**src/rtl/iob_axis_fifo.sv**
```systemverilog
// iob_axis_fifo: register-based AXI-Stream FIFO, first-word-fall-through, 2**ADDR_W words deep.
// Define IOB_AXIS_FIFO_TLAST_EN to store tlast with each word and count stored packet ends.
module iob_axis_fifo #(
    parameter int unsigned DATA_W = 32,
    parameter int unsigned ADDR_W = 2
) (
    input  logic              clk_i,
    input  logic              arst_n_i,
    input  logic              cke_i,
    input  logic              rst_i,
    input  logic [DATA_W-1:0] s_tdata_i,
    input  logic              s_tvalid_i,
    output logic              s_tready_o,
`ifdef IOB_AXIS_FIFO_TLAST_EN
    input  logic              s_tlast_i,
    output logic              m_tlast_o,
    output logic [ADDR_W:0]   pkt_cnt_o,
`endif
    output logic [DATA_W-1:0] m_tdata_o,
    output logic              m_tvalid_o,
    input  logic              m_tready_i,
    output logic [ADDR_W:0]   level_o,
    output logic              empty_o,
    output logic              full_o
);
    localparam int unsigned Depth = 2 ** ADDR_W;
    localparam logic [ADDR_W:0] LevelFull = (ADDR_W + 1)'(Depth);
`ifdef IOB_AXIS_FIFO_TLAST_EN
    localparam int unsigned EntryW = DATA_W + 1;
`else
    localparam int unsigned EntryW = DATA_W;
`endif

    logic [EntryW-1:0] mem [Depth];
    logic [ADDR_W-1:0] wr_ptr;
    logic [ADDR_W-1:0] rd_ptr;
    logic [ADDR_W:0]   level;
    logic [EntryW-1:0] wr_entry;
    logic [EntryW-1:0] rd_entry;
    logic              active;
    logic              push;
    logic              pop;

    // Handshakes depend only on registered level, never on m_tready_i, so s_tready_o has no
    // combinational path from the consumer. Reset also forces both sides idle.
    assign active     = arst_n_i & cke_i & ~rst_i;
    assign s_tready_o = active & (level != LevelFull);
    assign m_tvalid_o = active & (level != '0);
    assign push       = s_tvalid_i & s_tready_o;
    assign pop        = m_tvalid_o & m_tready_i;

    assign level_o = level;
    assign empty_o = (level == '0);
    assign full_o  = (level == LevelFull);

    assign rd_entry = mem[rd_ptr];
`ifdef IOB_AXIS_FIFO_TLAST_EN
    assign wr_entry  = {s_tlast_i, s_tdata_i};
    assign m_tdata_o = rd_entry[DATA_W-1:0];
    assign m_tlast_o = rd_entry[DATA_W];
`else
    assign wr_entry  = s_tdata_i;
    assign m_tdata_o = rd_entry;
`endif

    // Storage is deliberately left out of reset.
    always_ff @(posedge clk_i) begin
        if (push) begin
            mem[wr_ptr] <= wr_entry;
        end
    end

    always_ff @(posedge clk_i or negedge arst_n_i) begin
        if (!arst_n_i) begin
            wr_ptr <= '0;
            rd_ptr <= '0;
            level  <= '0;
        end else if (cke_i) begin
            if (rst_i) begin
                wr_ptr <= '0;
                rd_ptr <= '0;
                level  <= '0;
            end else begin
                if (push) begin
                    wr_ptr <= wr_ptr + ADDR_W'(1);
                end
                if (pop) begin
                    rd_ptr <= rd_ptr + ADDR_W'(1);
                end
                if (push && !pop) begin
                    level <= level + (ADDR_W + 1)'(1);
                end else if (pop && !push) begin
                    level <= level - (ADDR_W + 1)'(1);
                end
            end
        end
    end

`ifdef IOB_AXIS_FIFO_TLAST_EN
    logic             pkt_inc;
    logic             pkt_dec;
    logic [ADDR_W:0]  pkt_cnt;

    assign pkt_inc   = push & s_tlast_i;
    assign pkt_dec   = pop & rd_entry[DATA_W];
    assign pkt_cnt_o = pkt_cnt;

    always_ff @(posedge clk_i or negedge arst_n_i) begin
        if (!arst_n_i) begin
            pkt_cnt <= '0;
        end else if (cke_i) begin
            if (rst_i) begin
                pkt_cnt <= '0;
            end else if (pkt_inc && !pkt_dec) begin
                pkt_cnt <= pkt_cnt + (ADDR_W + 1)'(1);
            end else if (pkt_dec && !pkt_inc) begin
                pkt_cnt <= pkt_cnt - (ADDR_W + 1)'(1);
            end
        end
    end
`endif

endmodule
```
**config.mk**
```make
export PLATFORM = sky130hd
export DESIGN_NAME = iob_axis_fifo
export DESIGN_NICKNAME = d
export VERILOG_FILES = /design/src/rtl/iob_axis_fifo.sv
export SDC_FILE = /design/constraint.sdc
export NUM_CORES = 1
export LEC_CHECK = 0
export BUFFER_PORTS_ARGS = -buffer_cell sky130_fd_sc_hd__buf_4
export CORE_MARGIN = 1
export CORE_UTILIZATION = 60
export CTS_BUF_LIST = sky130_fd_sc_hd__clkbuf_8
export DETAILED_ROUTE_END_ITERATION = 8
export HOLD_SLACK_MARGIN = 0.02
export PLACE_DENSITY = 0.88
export REMOVE_ABC_BUFFERS = 1
export SYNTH_ARGS = -nofsm -noshare
export SYNTH_HDL_FRONTEND = slang
export SYNTH_SLANG_ARGS = --single-unit
```
**constraint.sdc**
```tcl
create_clock -name clk_i -period 5.2 [get_ports clk_i]
set_clock_uncertainty 0.15 [all_clocks]
set_input_delay 0.26 -clock clk_i [delete_from_list [all_inputs] [get_ports clk_i]]
set_output_delay 0.26 -clock clk_i [all_outputs]
set_load 0.1 [all_outputs]
```
# Word-level counts from Yosys, hierarchy flattened
# Memories as Yosys holds them, arrays and structs flattened.
# Index checks and enable logic that the tools add are counted.
op_classes:
  bitwise_logic: 7
  n_div: 0
  n_mux: 9
  n_lt_le_gt_ge: 0
  n_mul: 0
  n_eq_ne: 2
  addsub: 4
  reduce_logical: 12
  shift: 0
ops:
  columns: ["cell", "count"]
  rows:
  - ["$mux W3", 3]
  - ["$mux W2", 4]
  - ["$and A1 B1 Y1", 6]
  - ["$reduce_and A2 Y1", 3]
  - ["$reduce_bool A3 Y1", 2]
  - ["$add A2 B1 Y2 const B", 2]
  - ["$reduce_bool A2 Y1", 2]
  - ["$add A3 B1 Y3 const B", 1]
  - ["$eq A3 B3 Y1 const B", 1]
  - ["$logic_not A3 Y1", 1]
  - ["$ne A3 B3 Y1 const B", 1]
  - ["$sub A3 B1 Y3 const B", 1]
  - ["$logic_and A1 B1 Y1", 2]
  - ["$logic_not A1 Y1", 2]
  - ["$mux W1", 2]
  - ["$not A1 Y1", 1]
word_totals:
  input_bits: 38
  rom_bits: 0
  ramBits: 128
  out_inout_bits: 39
  n_memories: 1
  latch_bits: 0
  ff_bits: 7
  elab_cells: 38
mem_list:
  columns: ["name", "words", "width", "rd", "rd_ports_with_merged_regs", "write_ports", "line_no", "source"]
  rows:
  - ["mem", 4, 32, 1, 0, 1, "34", "logic [EntryW-1:0] mem [Depth];"]

# Depth between registers and ports, before layout
# Gate-level depths: netlist (run 1).
logic_depth:
  ltp_word: 9
  depth_mapped: 7
  mapped_depth_nobuf: 7

# Worst setup path after synthesis (run 1)
# OpenSTA, ideal clock, no wires.
synth_timing:
  kind: "register -> register"
  startpoint: "reg level[2] (netlist: level_o[2])"
  endpoint: "reg level[2] (netlist: level_o[2])"
  setup_slack_ns: 1.267
  period_less_slack_ns: 3.933
  path_stages_with_launch: 8
  n_path_buf: 0
  setup_ns: 0.140
  required_ns: 4.910
  arrival_time_ns: 3.643
  path_cell_list: "dfrtp_1 > nor3b_2 > a2111oi_4 > fa_1 > and3b_1 > a21oi_1 > o22a_1 > o221ai_1"
synth_via:
  elab_chain_len: 7
  word_cells_on_any_way: 17
  cone_classes: "add/sub: 2; eq/ne: 1; mux: 3; bitwise: 4; reduce/logical: 7"
synth_lines:
  columns: ["item", "line_no", "source"]
  rows:
  - ["start: declaration", "37", "logic [ADDR_W:0] level;"]
  - ["start signal: assignment", "91", "level <= level + (ADDR_W + 1)'(1);"]
  - ["start signal: assignment", "93", "level <= level - (ADDR_W + 1)'(1);"]
  - ["$ne A3 B3 Y1 / $reduce_bool A3 Y1 (equally long branches)", "47, 48", null]
  - ["$and A1 B1 Y1 (on tied branches)", "47, 48", null]
  - ["$and A1 B1 Y1 (on tied branches)", "49, 50", null]
  - ["$logic_not A1 Y1 (on tied branches)", "92, 90", null]
  - ["$logic_and A1 B1 Y1 (on tied branches)", "92, 90", null]
  - ["$reduce_bool A3 Y1 (no line) / $mux W3 (equally long branches)", null, null]
  - ["$reduce_and A2 Y1 (no line) / $mux W3 (equally long branches)", null, null]
# Several ways; a longest one is shown, not always the timed one. The select of a mux whose other input is x is not followed.
# A chain may end at the register's enable or synchronous reset.

# Worst setup path in the final report (run 1)
layout_timing:
  startpoint: "reg rd_ptr[0]"
  endpoint: "out m_tdata_o[7]"
layout_via:
  elab_chain_len: 1
layout_lines:
  columns: ["item", "line_no", "source"]
  rows:
  - ["start: declaration", "36", "logic [ADDR_W-1:0] rd_ptr;"]
  - ["start signal: assignment", "88", "rd_ptr <= rd_ptr + ADDR_W'(1);"]
  - ["$mem_v2 Z4 W32", null, null]
  - ["end: declaration", "19", "output logic [DATA_W-1:0] m_tdata_o,"]
# Every way passes these cells.

==> results of run 1 <==
## synth_stat cells, types with 2 or more instances
master and instances:
nand3_1 2, buf_2 4, a21oi_1 2, and3b_1 2
clkbuf_1 3, o21ai_0 2, and2_1 4, o221ai_1 2
ha_1 4, nand3b_1 2, mux2_2 2, a22o_1 2
edfxtp_1 128, mux4_2 32, dfrtp_1 7, nor2_1 4
inv_1 8
## critical path, stage by stage (launching register included)
cell,delay [ns]
dfrtp_2,0.58
buf_4,0.51
mux4_2,0.60
buf_4,0.25
## final timing paths
path                                          end  slack [ns]  cells past startpoint
setup / recovery                     m_tdata_o[7]        2.42                      3
hold / removal             level_o[0]$_DFFE_PN0P_        0.06                      2
setup reg to reg             mem[3][25]$_DFFE_PP_        2.63                      3
hold reg to reg             wr_ptr[1]$_DFFE_PN0P_        0.42                      1
max in group asynchronous   rd_ptr[1]$_DFFE_PN0P_        4.69                      2
min in group clk_i          rd_ptr[0]$_DFFE_PN0P_        0.09                      3
## logic make-up (layout without fill, tap and decap cells)
group | Yosys count | in the layout
AOI/OAI and AO/OA | 17 | 17
muxes | 34 | 34
adders and majority gates | 5 | 5
DFF | 135 | 135
buffers and inverters | 16 | 152
and+or+nand+nor | 19 | 19
## sequential cells by signal (all words and copies together), names as in the netlist
| signal | count |
|---|---|
| mem | 128 |
| level_o | 3 |
| wr_ptr | 2 |
| rd_ptr | 2 |
## routing by layer
| layer | part of all wire (%) | track usage, % | vias to the layer above |
|---|---|---|---|
| met3 | 6.7 | 5.314 | 16 |
| met5 | 0 | 0 | - |
| met2 | 53 | 39.75 | 130 |
| met4 | 1.5 | 9.975 | 0 |
| met1 | 39 | 25.48 | 1352 |
| li1 | - | - | 1194 |
## cell type report
| class | count | area, µm² | area share (%) |
|---|---|---|---|
| clock buffer | 17 | 234.0 | 3.570 |
| clock inverter | 15 | 112.6 | 1.718 |
| inverter | 8 | 30.03 | 0.4582 |
| multi-input combinational | 75 | 1096 | 16.72 |
| sequential | 135 | 4021 | 61.36 |
| tap | 105 | 131.4 | 2.005 |
| timing repair buffer | 112 | 928.4 | 14.17 |
## repair_timing
| item | CTS | global route |
|---|---|---|
| hold buffers | 35 | 0 |
| endpoints found under the setup margin | 0 | 0 |
| endpoints found under the hold margin | 137 | 0 |
## stage by stage
stage	std cells	hold slack, ns
finish	467	0.05925
global route	467	0.05852
CTS	467	0.02835
detailed placement	400	-0.05549
global placement	400	-0.06035
floorplan	218	-0.1856
## power groups by stage
stage	Clock [mW]	Sequential [mW]	Combinational (mW)
floorplan	0	1.40	1.25
global placement	0	1.32	1.63
detailed placement	0	1.33	1.64
CTS	0.750	1.30	1.67
global route	0.791	1.31	1.73
finish	0.739	1.30	1.67
==> impl_metrics.py, run 1 <==
metrics = {
    "outcome": {
        "status": "completed",
    },
    "clock_tree": {
        "cts_tree": "done",
        "path_clk_slew_ns": 0.08,
        "clock_path_buffers": 2,
        "cts-root-buf": "clkbuf_8",
        "postCtsSetupBuffers": 0,
        "cts_resized": 0,
        "cts-buffers-inserted": 17,
        "h-tree-depth": 4,
        "clkLatencyLatePin_ns": 0.41,
        "cts_sinks": 135,
    },
    "layout": {
        "area_growth_pct": 26.64,
        "fin_nets": 392,
        "num_antenna_cells": 0,
        "layout.cells.most_common": "edfxtp_1",
        "final_cell_area_um2": 6554,
        "utilization_pct": 78.97,
        "final_cell_mix": "128 x edfxtp_1, 77 x buf_4, 35 x dlygate4sd3_1",
        "fill_cells": 412,
        "drive_above_1_share_pct": 41.16,
    },
    "timing": {
        "setup_viol": 0,
        "fmax_mhz": 359.3,
        "finalMaxSlewViolations": 0,
        "finalHoldViolCount": 0,
        "timing.final.ws_setup_ns": 2.417,
        "tightestPinTransition_ns": 0.8610,
        "finalCritPeriodShare_pct": 53.52,
        "min_period_ns": 2.783,
        "relSlewSlack_pct": 42.60,
        "final.setup.tns_ns": 0,
        "rsz0062_at_grt": "no",
    },
    "synthesis": {
        "synth_adder_area_share_pct": 1.354,
        "yosys-top-cells-area": "edfxtp_1 74%, mux4_2 14%, dfrtp_1 3.4%",
        "yosysSeqAreaShare_pct": 77.66,
        "synth_top_family_by_area": "multiplexers",
        "synth_xor_area_share_pct": 0,
        "ys_types": 33,
        "netlist_area_um2": 5175,
        "synth_compound_area_share_pct": 2.950,
        "synth.largest_area_cell": "edfxtp_1",
        "muxShareOfSynthArea_pct": 14.36,
        "synthArstFlopShare_pct": 5.185,
        "ys.warnings.count": 0,
        "ys_ff_latch": 135,
        "synth.avg_cell_area_um2": 22.90,
        "synth_simple_gate_area_share_pct": 2.418,
        "syn_inst": 226,
        "synth-edff-count": 128,
        "synth_top_area_share_pct": 74.27,
        "yosys_most_used_dff": "edfxtp_1",
    },
    "routing": {
        "ant_nets": 0,
        "dr_total_vias": 2692,
        "vias_per_cell": 5.764,
        "wl_per_cell_um": 19.72,
        "drc_errors": 0,
        "firstDrtPassIters": 7,
        "wirelength_um": 9211,
        "dr.first_iter.drc_count": 121,
    },
    "pwr": {
        "power.share.switching_pct": 45.29,
        "cellPowerDensity_nw_per_um2": 566.6,
        "power.leakage_nw": 2.285,
        "p_total_mw": 3.714,
        "power_frac_clock_pct": 19.9,
        "ir_drop_v": 0.0004052,
        "p_sw_mw": 1.682,
        "pwr-share-comb_pct": 45.0,
        "seq_power_share_pct": 35.1,
        "power.internal_mw": 2.032,
    },
    "critical_path": {
        "arrival_ns": 2.37,
        "endpoint_kind": "output port",
        "r2r_start": "level_o[2]$_DFFE_PN0P_",
        "required_ns": 4.79,
        "crit_start": "rd_ptr[0]$_DFFE_PN0P_",
        "start_kind": "flop",
        "worstSetupPathType": "reg2out",
        "crit_fanout": 25,
    },
    "floorplan": {
        "dieHeight_um": 94.87,
        "rows": 33,
        "die_x_um": 94.87,
        "io_pins": 77,
        "coreArea_um2": 8299,
        "initial_core_util_pct": 62.35,
        "die_area_um2": 9000,
    },
    "place": {
        "dpl_worst_slack_ns": 2.639,
        "placed_cell_area_um2": 5857,
        "dpl.hpwl_um": 5226,
        "routabilityCongestion": 0.7917,
        "port_buffers": 76,
    },
    "global_routing": {
        "antenna_found_initial": 0,
        "grt_max_degree": 35,
        "track_usage_pct": 22.30,
        "grt_first_pass_wirelength_um": 13930,
        "gr-total-overflow": 0,
        "grt_pass1_vias": 2803,
    },
    "flow_run": {
        "cap_violations": 0,
    },
    "min_path": {
        "hold_path_class": "in2async",
    },
}
Power figures use the tool's default switching activity.
==> run 2: changes to the inputs <==
--- a/config.mk
+++ b/config.mk
@@ -7,11 +7,11 @@
 export LEC_CHECK = 0
 export BUFFER_PORTS_ARGS = -buffer_cell sky130_fd_sc_hd__buf_4
 export CORE_MARGIN = 1
-export CORE_UTILIZATION = 60
+export CORE_UTILIZATION = 59
 export CTS_BUF_LIST = sky130_fd_sc_hd__clkbuf_8
 export DETAILED_ROUTE_END_ITERATION = 8
 export HOLD_SLACK_MARGIN = 0.02
-export PLACE_DENSITY = 0.88
+export PLACE_DENSITY = 0.87
 export REMOVE_ABC_BUFFERS = 1
 export SYNTH_ARGS = -nofsm -noshare
 export SYNTH_HDL_FRONTEND = slang
==> constraint.sdc (replaced) <==
create_clock -name clk_i -period 2.6 [get_ports clk_i]
set_clock_uncertainty 0.15 [all_clocks]
set_input_delay 0.13 -clock clk_i [delete_from_list [all_inputs] [get_ports clk_i]]
set_output_delay 0.13 -clock clk_i [all_outputs]
set_load 0.1 [all_outputs]
==> run 2 against run 1 <==
  * Sequential share of layout area shrank 2.0 points
  * Via count grew 2.5%
  * Largest cell class unchanged
  * Power grew 110%
  * Largest power group unchanged
  * Die area grew 1.7%
  * Global-route usage grew 1.1 points
  * Sequential cell count is the same
  * Register-to-register slack lost 2.5 ns
  * Sequential power grew 98%
==> impl_metrics.py, run 2 (same netlist as run 1, synthesis figures left out) <==
metrics = {
    "routing": {
        "wirelength_um": 9792,
        "dr_total_vias": 2759,
        "dr.first_iter.drc_count": 182,
        "wl_per_cell_um": 20.49,
        "vias_per_cell": 5.772,
        "ant_nets": 0,
        "drc_errors": 0,
        "firstDrtPassIters": 4,
    },
    "critical_path": {
        "endpoint_kind": "flop",
        "required_ns": 2.74,
        "worstSetupPathType": "reg2reg",
        "reg2reg_depth": 7,
        "start_kind": "flop",
        "r2r_end": "level_o[2]$_DFFE_PN0P_",
        "r2r_slack_ns": 0.16,
        "crit_fanout": 6,
        "r2r_start": "level_o[1]$_DFFE_PN0P_",
        "arrival_ns": 2.58,
    },
    "outcome": {
        "status": "completed",
    },
    "min_path": {
        "hold_path_class": "in2reg",
        "hp-start": "m_tready_i",
        "holdPathStages": 3,
        "min_to": "rd_ptr[0]$_DFFE_PN0P_",
    },
    "floorplan": {
        "rows": 33,
        "die_x_um": 95.66,
        "initial_core_util_pct": 62.05,
        "coreArea_um2": 8341,
        "die_area_um2": 9150,
        "dieHeight_um": 95.66,
        "io_pins": 77,
    },
    "clock_tree": {
        "cts-root-buf": "clkbuf_8",
        "cts_tree": "done",
        "cts_sinks": 135,
        "clock_path_buffers": 2,
        "postCtsSetupBuffers": 0,
        "path_clk_slew_ns": 0.08,
        "clkLatencyLatePin_ns": 0.42,
        "cts-buffers-inserted": 17,
        "h-tree-depth": 4,
    },
    "timing": {
        "rsz0062_at_grt": "no",
        "finalMaxSlewViolations": 0,
        "min_period_ns": 2.443,
        "fmax_mhz": 409.3,
        "finalCritPeriodShare_pct": 93.97,
        "hold_ws_ns": 0.05765,
        "setup_viol": 0,
        "final.setup.tns_ns": 0,
        "finalHoldViolCount": 0,
        "relSlewSlack_pct": 43.50,
        "tightestPinTransition_ns": 0.8474,
    },
    "global_routing": {
        "grt_max_degree": 35,
        "track_usage_pct": 23.35,
        "grt_first_pass_wirelength_um": 14700,
        "grt_pass1_vias": 2849,
        "gr-total-overflow": 0,
        "antenna_found_initial": 0,
    },
    "layout": {
        "layout.cells.most_common": "edfxtp_1",
        "fill_cells": 416,
        "largest_reg_flops": 128,
        "fin_nets": 403,
        "num_antenna_cells": 0,
        "final_cell_area_um2": 6770,
        "drive_above_1_share_pct": 43.43,
        "regMostFlops": "mem",
        "final_cell_mix": "128 x edfxtp_1, 83 x buf_4, 37 x dlygate4sd3_1",
        "area_growth_pct": 30.83,
        "finalNonFillerCells": 478,
        "utilization_pct": 81.17,
    },
    "place": {
        "port_buffers": 76,
        "placed_cell_area_um2": 5962,
        "dpl.hpwl_um": 5510,
        "placed_cells": 409,
        "routabilityCongestion": 0.7657,
    },
    "pwr": {
        "ir_drop_v": 0.001374,
        "cellPowerDensity_nw_per_um2": 1162,
        "power.leakage_nw": 2.389,
    },
    "flow_run": {
        "cap_violations": 0,
    },
}
run 2: cell types whose count changed in the layout (fill, tap and decap cells not counted), moves of 3 or more:
| cell | change |
|---|---|
| inv_6 | +3 |
| clkinv_1 | -4 |
| bufinv_16 | +3 |
| buf_4 | +6 |
| buf_12 | +3 |
| clkinv_2 | -3 |
run 2: metrics by stage:
step | total power [mW] | worst slack, ns
floorplan | 5.304 | -1.333
global placement | 5.960 | 0.2448
detailed placement | 5.993 | 0.1290
CTS | 7.889 | 0.1230
global route | 8.104 | 0.01478
finish | 7.869 | 0.1569
run 2: power by group:
| group | internal (mW) | leakage, nW | switching (mW) |
|---|---|---|---|
| sequential | 2.44 | 1.24 | 0.141 |
| clock | 1.05 | 0.208 | 0.805 |
| combinational | 0.928 | 0.938 | 2.50 |
| total | 4.42 | 2.39 | 3.45 |
run 2: how the worst max path moves through the flow:
stage	start	end	slack, ns	cells after the start
floorplan	level_o[2]$_DFFE_PN0P_	level_o[2]$_DFFE_PN0P_	-1.33	7
global placement	level_o[1]$_DFFE_PN0P_	level_o[2]$_DFFE_PN0P_	0.24	7
detailed placement	level_o[1]$_DFFE_PN0P_	level_o[2]$_DFFE_PN0P_	0.13	7
CTS	level_o[1]$_DFFE_PN0P_	level_o[2]$_DFFE_PN0P_	0.12	7
global route	level_o[1]$_DFFE_PN0P_	level_o[2]$_DFFE_PN0P_	0.01	7
finish	level_o[1]$_DFFE_PN0P_	level_o[2]$_DFFE_PN0P_	0.16	7
run 2: final cells by class:
cell class | instances | area, µm² | area share, %
sequential | 135 | 4021 | 59.40
multi-input combinational | 75 | 1099 | 16.23
timing repair buffer | 123 | 1054 | 15.56
clock buffer | 17 | 234.0 | 3.456
clock inverter | 15 | 201.4 | 2.975
tap | 105 | 131.4 | 1.940
inverter | 8 | 30.03 | 0.4435
run 2: critical path, stage by stage (launching register included):
cell	delay (ns)
dfrtp_1	0.45
or3_4	0.44
a2111oi_4	0.40
fa_2	0.31
and3b_1	0.16
a21oi_1	0.05
o221ai_1	0.21
o221ai_1	0.14
run 2: timing repair:
action	in CTS	in global routing
hold endpoints to repair	142	0
hold buffers	37	0
gates resized for setup	0	1
endpoints found under the setup margin	0	1
run 2: routing by layer:
layer	share of wire [%]	GRT usage, %	vias to the layer above
met1	40	29.55	1401
met4	1.2	8.458	0
met3	6.8	6.699	12
met5	0	0	-
li1	-	-	1221
met2	52	38.81	125
